## src/rtl/interval_timer_ctrl.sv

```systemverilog
// Programmable interval timer controller: prescaler, period compare, one-shot or
// periodic reload, start/stop control and sticky interrupt/overrun flags.
module interval_timer_ctrl #(
  parameter int WIDTH      = 16,
  parameter int PRESCALE_W = 8
) (
  input  logic                  clk,
  input  logic                  n_reset,
  input  logic                  start,
  input  logic                  stop,
  input  logic                  periodic,
  input  logic [WIDTH-1:0]      period,
  input  logic [PRESCALE_W-1:0] prescale,
  input  logic                  irq_ack,
  output logic [WIDTH-1:0]      count,
  output logic                  busy,
  output logic                  tick,
  output logic                  irq,
  output logic                  overrun,
  output logic                  cfg_err
);

  localparam logic [0:0] IDLE = 1'b0;
  localparam logic [0:0] RUN  = 1'b1;

  logic [0:0]            state_q, state_d;
  logic [WIDTH-1:0]      count_q, count_d;
  logic [PRESCALE_W-1:0] pre_cnt_q, pre_cnt_d;
  logic [WIDTH-1:0]      period_q, period_d;
  logic [PRESCALE_W-1:0] prescale_q, prescale_d;
  logic                  periodic_q, periodic_d;
  logic                  tick_q, tick_d;
  logic                  irq_q, irq_d;
  logic                  overrun_q, overrun_d;
  logic                  cfg_err_q, cfg_err_d;

  logic step;
  logic expire;

  assign step   = (state_q == RUN) && (pre_cnt_q == prescale_q);
  assign expire = step && (count_q == (period_q - WIDTH'(1)));

  // Priority: stop > start > normal RUN stepping. A restart discards the pending step.
  always_comb begin
    state_d    = state_q;
    count_d    = count_q;
    pre_cnt_d  = pre_cnt_q;
    period_d   = period_q;
    prescale_d = prescale_q;
    periodic_d = periodic_q;
    tick_d     = 1'b0;
    cfg_err_d  = 1'b0;

    if (stop) begin
      state_d = IDLE;
    end else if (start) begin
      if (period != '0) begin
        period_d   = period;
        prescale_d = prescale;
        periodic_d = periodic;
        count_d    = '0;
        pre_cnt_d  = '0;
        state_d    = RUN;
      end else begin
        cfg_err_d = 1'b1;
      end
    end else if (state_q == RUN) begin
      if (step) begin
        pre_cnt_d = '0;
        if (expire) begin
          count_d = '0;
          tick_d  = 1'b1;
          if (!periodic_q) state_d = IDLE;
        end else begin
          count_d = count_q + WIDTH'(1);
        end
      end else begin
        pre_cnt_d = pre_cnt_q + PRESCALE_W'(1);
      end
    end
  end

  // The flags react to the expiry on the same edge that raises tick; setting wins over ack.
  always_comb begin
    irq_d     = irq_q;
    overrun_d = overrun_q;
    if (tick_d) begin
      irq_d = 1'b1;
      if (irq_q && !irq_ack) overrun_d = 1'b1;
    end else if (irq_ack) begin
      irq_d     = 1'b0;
      overrun_d = 1'b0;
    end
  end

  always_ff @(posedge clk) begin
    if (!n_reset) begin
      state_q    <= IDLE;
      count_q    <= '0;
      pre_cnt_q  <= '0;
      period_q   <= '0;
      prescale_q <= '0;
      periodic_q <= 1'b0;
      tick_q     <= 1'b0;
      irq_q      <= 1'b0;
      overrun_q  <= 1'b0;
      cfg_err_q  <= 1'b0;
    end else begin
      state_q    <= state_d;
      count_q    <= count_d;
      pre_cnt_q  <= pre_cnt_d;
      period_q   <= period_d;
      prescale_q <= prescale_d;
      periodic_q <= periodic_d;
      tick_q     <= tick_d;
      irq_q      <= irq_d;
      overrun_q  <= overrun_d;
      cfg_err_q  <= cfg_err_d;
    end
  end

  // busy is the FSM state itself (two states).
  assign busy    = (state_q == RUN);
  assign count   = count_q;
  assign tick    = tick_q;
  assign irq     = irq_q;
  assign overrun = overrun_q;
  assign cfg_err = cfg_err_q;

endmodule

```

## config.mk

```make
export PLATFORM = sky130hd
export DESIGN_NAME = interval_timer_ctrl
export DESIGN_NICKNAME = d
export VERILOG_FILES = /design/src/rtl/interval_timer_ctrl.sv
export SDC_FILE = /design/constraint.sdc
export NUM_CORES = 1
export LEC_CHECK = 0
export BUFFER_PORTS_ARGS = -buffer_cell sky130_fd_sc_hd__buf_2
export CAP_MARGIN = 0
export CORE_UTILIZATION = 45
export DETAILED_ROUTE_END_ITERATION = 12
export PLACE_DENSITY = 0.65
export RECOVER_POWER = 25
export SKIP_LAST_GASP = 1
export SLEW_MARGIN = 25
export SYNTH_ARGS = -nofsm -noshare
export SYNTH_HDL_FRONTEND = slang
export SYNTH_SLANG_ARGS = --single-unit
```

## constraint.sdc

```tcl
create_clock -name clk -period 5.6 [get_ports clk]
set_clock_uncertainty 0.15 [all_clocks]
set_input_delay 1.4 -clock clk [delete_from_list [all_inputs] [get_ports clk]]
set_output_delay 1.4 -clock clk [all_outputs]
set_load 0.01 [all_outputs]
```

==> Word-level counts from Yosys, hierarchy flattened <==
Index checks and enable logic that the tools add are counted.
{ "totals": {"inputBits": 30, "out_inout_bits": 21, "regBits": 54} }
{ "classes": {"n_addsub": 3, "n_eq_ne": 4, "n_bitwise": 3, "reduce_logical": 14, "n_mux": 25} }
{ "op_table": {"columns": ["cell", "count"], "rows": [
  ["2-to-1 mux 16 bit", 5],
  ["2-to-1 mux 8 bit", 4],
  ["adder 16 x 1 -> 16 bit, second input constant", 1],
  ["== test 16 bit", 1],
  ["2-to-1 mux 1 bit", 16],
  ["nonzero test 16 bit", 1],
  ["subtractor 16 x 1 -> 16 bit, second input constant", 1],
  ["adder 8 x 1 -> 8 bit, second input constant", 1],
  ["== test 8 bit", 1],
  ["AND reduction 3 bit", 2],
  ["nonzero test 2 bit", 3],
  ["!= test 2 x 1 -> 1 bit, second input constant", 2],
  ["AND reduction 4 bit", 1],
  ["logical AND 1 bit", 3],
  ["NOT 1 bit", 3],
  ["OR reduction 3 bit", 1],
  ["AND reduction 2 bit", 1],
  ["OR reduction 2 bit", 1],
  ["logical NOT 1 bit", 1]
]} }

==> Depth between registers and ports, before layout <==
{ "depth": {"depth_word": 10, "ltp_mapped": 11, "depth_no_buf": 10} }

==> Worst setup path before layout <==
OpenSTA, ideal clock, no wires.
{ "synth_path": {"kind": "input port to flip-flop", "startpoint": "input port start", "endpoint": "register count_q[2] (netlist: count[2])", "t_arrival_ps": 3132, "setup_time_ps": 72, "path_slack_ps": 2246, "stages": 8, "path_cell_list": "clkbuf_1 > nor2_1 > a211oi_1 > nand3b_1 > a211oi_4 > buf_4 > a21oi_1 > mux2i_1"} }
{ "synth_between": {"elab_chain_len": 2} }
{ "synth_lines": {"columns": ["element", "line_no", "rtl"], "rows": [
  ["start: declaration", "9", "input logic start,"],
  ["!= test 2 x 1 -> 1 bit (no line) / nonzero test 2 bit (equally long branches)", null, null],
  ["AND reduction 4 bit (no line)", null, null],
  ["end signal: assignment", "110", "count_q <= count_d;"],
  ["end: declaration", "27", "logic [WIDTH-1:0] count_q, count_d;"]
]} }
Several ways; a longest one is shown, not always the timed one.
A chain may end at the register's enable or synchronous reset.

==> Worst setup path in the final report <==
{ "layout_path": {"startpoint": "input port period[0]", "endpoint": "register count_q[6] (netlist: count[6])"} }
{ "layout_between": {"elab_chain_len": 3} }
{ "layout_lines": {"columns": ["element", "line_no", "rtl"], "rows": [
  ["start: declaration", "12", "input logic [WIDTH-1:0] period,"],
  ["nonzero test 16 bit", "57", "if (period != '0) begin"],
  ["!= test 2 x 1 -> 1 bit (no line)", null, null],
  ["AND reduction 4 bit (no line)", null, null]
]} }
No other way between the ends.

==> impl_table.tex <==
\begin{tabular}{lr}
\hline
Metric & Value \\
\hline
\multicolumn{2}{l}{\textbf{Clock tree}} \\
\quad Total setup buffers inserted after CTS & 0 \\
\quad Worst-skew pair later-pin latency & 0.31 ns \\
\quad Maximum clock path buffer count & 2 \\
\quad TritonCTS clock tree & yes \\
\quad H-tree level count & 2 \\
\quad Post-cts resize count & 0 \\
\quad Clock-pin slew reported for the worst setup and hold paths after clock tree synthesis & 0.10 ns \\
\quad Root buf cell & clkbuf\_8 \\
\quad Number of hold-repair buffers added at the cts stage & 0 \\
\quad Clock net sink count & 54 \\
\quad Clock buffers created by TritonCTS & 5 \\
\multicolumn{2}{l}{\textbf{Critical path}} \\
\quad Data required time of the worst path & 5.70 ns \\
\quad Buffers \& Inverters on Critical Path & 1 \\
\quad Cells on worst reg2reg path & 10 \\
\quad Slowest-stage cell, CP & a211oi\_1 \\
\quad Cell family with the largest share of critical-path delay & compound AO/OA/AOI/OAI gates \\
\quad Start-to-end type of the worst setup path & input port to flop \\
\quad CP Launch Type & input port \\
\quad Arrival time at the worst endpoint & 3.95 ns \\
\quad Critical path fanouts, max & 23 \\
\quad Stages on worst setup path & 8 \\
\quad Setup crit end kind & flop \\
\quad Ordered list of cells on the worst path & buf\_2 -> nor4\_1 -> and4\_1 -> a211oi\_1 -> nand3b\_1 -> a211oi\_4 -> and3\_1 -> a221o\_1 \\
\quad Critical Path Max Stage Delay & 0.76 ns \\
\multicolumn{2}{l}{\textbf{Logic synthesis}} \\
\quad Sequential element share of the synthesized area & 35.7\% \\
\quad Primary flip-flop cell chosen by synthesis mapping & dfxtp\_1 \\
\quad Biggest area consumer among synthesized cells & dfxtp\_1 \\
\quad Syn\_area\_per\_cell & 8.54 µm² \\
\quad Yosys warning count & 0 \\
\quad Total of flip-flops plus latches after synthesis & 54 \\
\quad Async SR Flop Fraction & 0\% \\
\quad Synth top cells by count & 61 x nor2\_1, 54 x dfxtp\_1, 29 x mux2i\_1, 21 x xnor2\_1 \\
\quad Area share of the leading cell type in the synthesized netlist & 35.7\% \\
\quad Post-Synthesis Cells & 355 \\
\quad Most frequent cell after synthesis & nor2\_1 \\
\quad Post-synthesis net count & 388 \\
\quad Library cells used by synthesis & 52 \\
\quad Post-synth EDFFs & 0 \\
\quad Most area-consuming cells after synthesis & dfxtp\_1 36\%, mux2i\_1 9.6\%, nor2\_1 7.6\%, xnor2\_1 6.1\%, xor2\_1 4.9\% \\
\quad Synthesized area & 3030 µm² \\
\multicolumn{2}{l}{\textbf{Timing}} \\
\quad Final setup TNS & 0 ns \\
\quad Setup violators final & 0 \\
\quad Smallest setup slack after layout & 1.76 ns \\
\quad RSZ-0062 raised after global routing & no \\
\quad Min Tclk post-route & 3.84 ns \\
\quad Slew headroom & 34.7\% \\
\quad Final count of hold timing violations & 0 \\
\quad Number of max-slew violations in the final report & 0 \\
\quad Crit share post-route & 68.6\% \\
\quad Transition time at the pin with the least slew margin & 0.977 ns \\
\quad Maximum clock frequency & 0.260 GHz \\
\multicolumn{2}{l}{\textbf{Global routing}} \\
\quad Wire length of the first global-routing pass & 11700 µm \\
\quad Vias in the first global route & 2391 \\
\quad Leftover overflow at the end of global routing & 0 \\
\quad Number of antenna violations at the first check in global routing & 0 \\
\quad Maximum number of pins on one net before global-route repair & 31 \\
\quad Overall routing resource usage & 20.6\% \\
\multicolumn{2}{l}{\textbf{Finish}} \\
\quad Synth-to-layout area growth & 11.8\% \\
\quad Total number of nets in the final design & 431 \\
\quad Proportion of layout cells with a drive suffix above 1 & 13.6\% \\
\quad Share of the core filled with cells & 52.8\% \\
\quad Diode insertion count for antenna repair & 0 \\
\multicolumn{2}{l}{\textbf{Route}} \\
\quad Final wirelength & 6800 µm \\
\quad Pre-Repair DR Iteration Count & 8 \\
\quad Detailed-route vias per instance & 5.43 \\
\quad WL per Instance & 14.3 µm \\
\quad DRC violation count after routing & 8 \\
\quad Total number of vias & 2579 \\
\quad First-iteration detailed-routing DRC count & 133 \\
\quad Count of antenna-violating nets left after detailed routing & 0 \\
\multicolumn{2}{l}{\textbf{Outcome}} \\
\quad Failing checks & DRC \\
\quad Run status & finished, violations left \\
\multicolumn{2}{l}{\textbf{Pwr}} \\
\quad Leakage component of the power & 1.33 nW \\
\quad Worst supply voltage drop on vdd & 0.000115 V \\
\quad Tot Pwr & 749 µW \\
\quad Total power density per cell area & 221 nW/µm² \\
\multicolumn{2}{l}{\textbf{Floorplan}} \\
\quad Initial core utilization & 47.2\% \\
\quad Chip Width & 84.1 µm \\
\quad Number of placement rows & 29 \\
\quad Core Footprint & 6420 µm² \\
\quad Die Footprint & 7070 µm² \\
\quad Top-Level Pins & 51 \\
\quad Y dimension of the die & 84.1 µm \\
\multicolumn{2}{l}{\textbf{Placement}} \\
\quad Port-buffer cells & 50 \\
\quad Post-Place Worst Slack & 1.43 ns \\
\quad DPL Wire Length & 5150 µm \\
\quad Weighted congestion reported at the end of routability-driven placement & 0.834 \\
\multicolumn{2}{l}{\textbf{Worst hold path}} \\
\quad Class of the tightest hold or removal check & flop to flop \\
\quad Instance count along the most critical hold path & 2 \\
\multicolumn{2}{l}{\textbf{Job}} \\
\quad Maximum capacitance violations & 0 \\
\hline
\end{tabular}
## path summary, 6_finish.rpt
kind	from	end	slack, ns
setup / recovery	period[0]	count[6]	1.76
hold / removal	irq	irq	0.36
setup reg to reg	period_q[0]	count[6]	2.10
hold reg to reg	irq	irq	0.36
## cell usage in the layout (no fill, tap or decap), types with 5 or more instances in the layout
cell      netlist  routed
a21oi_1        12      12
a22o_1          6       6
and3_1         11      11
buf_2           1      33
clkbuf_1       12      17
clkbuf_8        0       5
dfxtp_1        54      54
inv_1           7       7
mux2i_1        29      29
nand2_1        17      17
nand2b_1        6       6
nand3_1        15      15
nand4_1        10      10
nor2_1         61      60
nor2b_1         5       5
nor3_1         10      10
nor4_1          5       5
o21ai_0         7       7
xnor2_1        21      21
xor2_1         17      17
## registers in the layout, summed over array words and instances, names as in the netlist, 8 cells and up
name        flops
count          16
period_q       16
pre_cnt_q       8
prescale_q      8
## cell families after synthesis
kind of cell | Yosys count | share of synthesized area [%]
xor+xnor | 38 | 11.0
mux | 30 | 9.95
flops | 54 | 35.7
buf+inv | 22 | 2.89
compound gates | 45 | 10.5
simple gates | 163 | 28.8
fa+ha+maj | 3 | 1.24
## worst min-delay path: stages (launching register included)
cell and delay [ns]:
dfxtp_1 0.32, nand2b_1 0.08, a21oi_1 0.06
## per-stage QoR
stage,area [µm²],cells,hold WS [ns]
2_1_floorplan,3030,355,0.312
3_3_place_gp,3330,468,0.333
3_5_place_dp,3330,468,0.337
4_1_cts,3410,475,0.356
5_1_grt,3390,475,0.385
6_report,3390,475,0.356
## final cells by class
cell class | instances | area (µm²)
fillers | 629 | 3030
multi-input cells | 279 | 1870
flip-flops and latches | 54 | 1080
repair buffers | 51 | 236
well taps | 77 | 96.3
clock buffers | 5 | 68.8
inverters | 7 | 26.3
clock inverters | 2 | 15.0
## where the power goes
group,switching [mW],internal [mW]
sequential,0.0152,0.394
clock,0.128,0.0857
combinational,0.0688,0.0583
## per-layer routing
layer | GRT usage, % | share of wire, %
met5 | 0 | 0
met4 | 6.43 | 1.6
met1 | 29.5 | 51
met3 | 3.76 | 3.6
met2 | 31.1 | 43
Note: power is estimated with default switching activity, not from simulation.
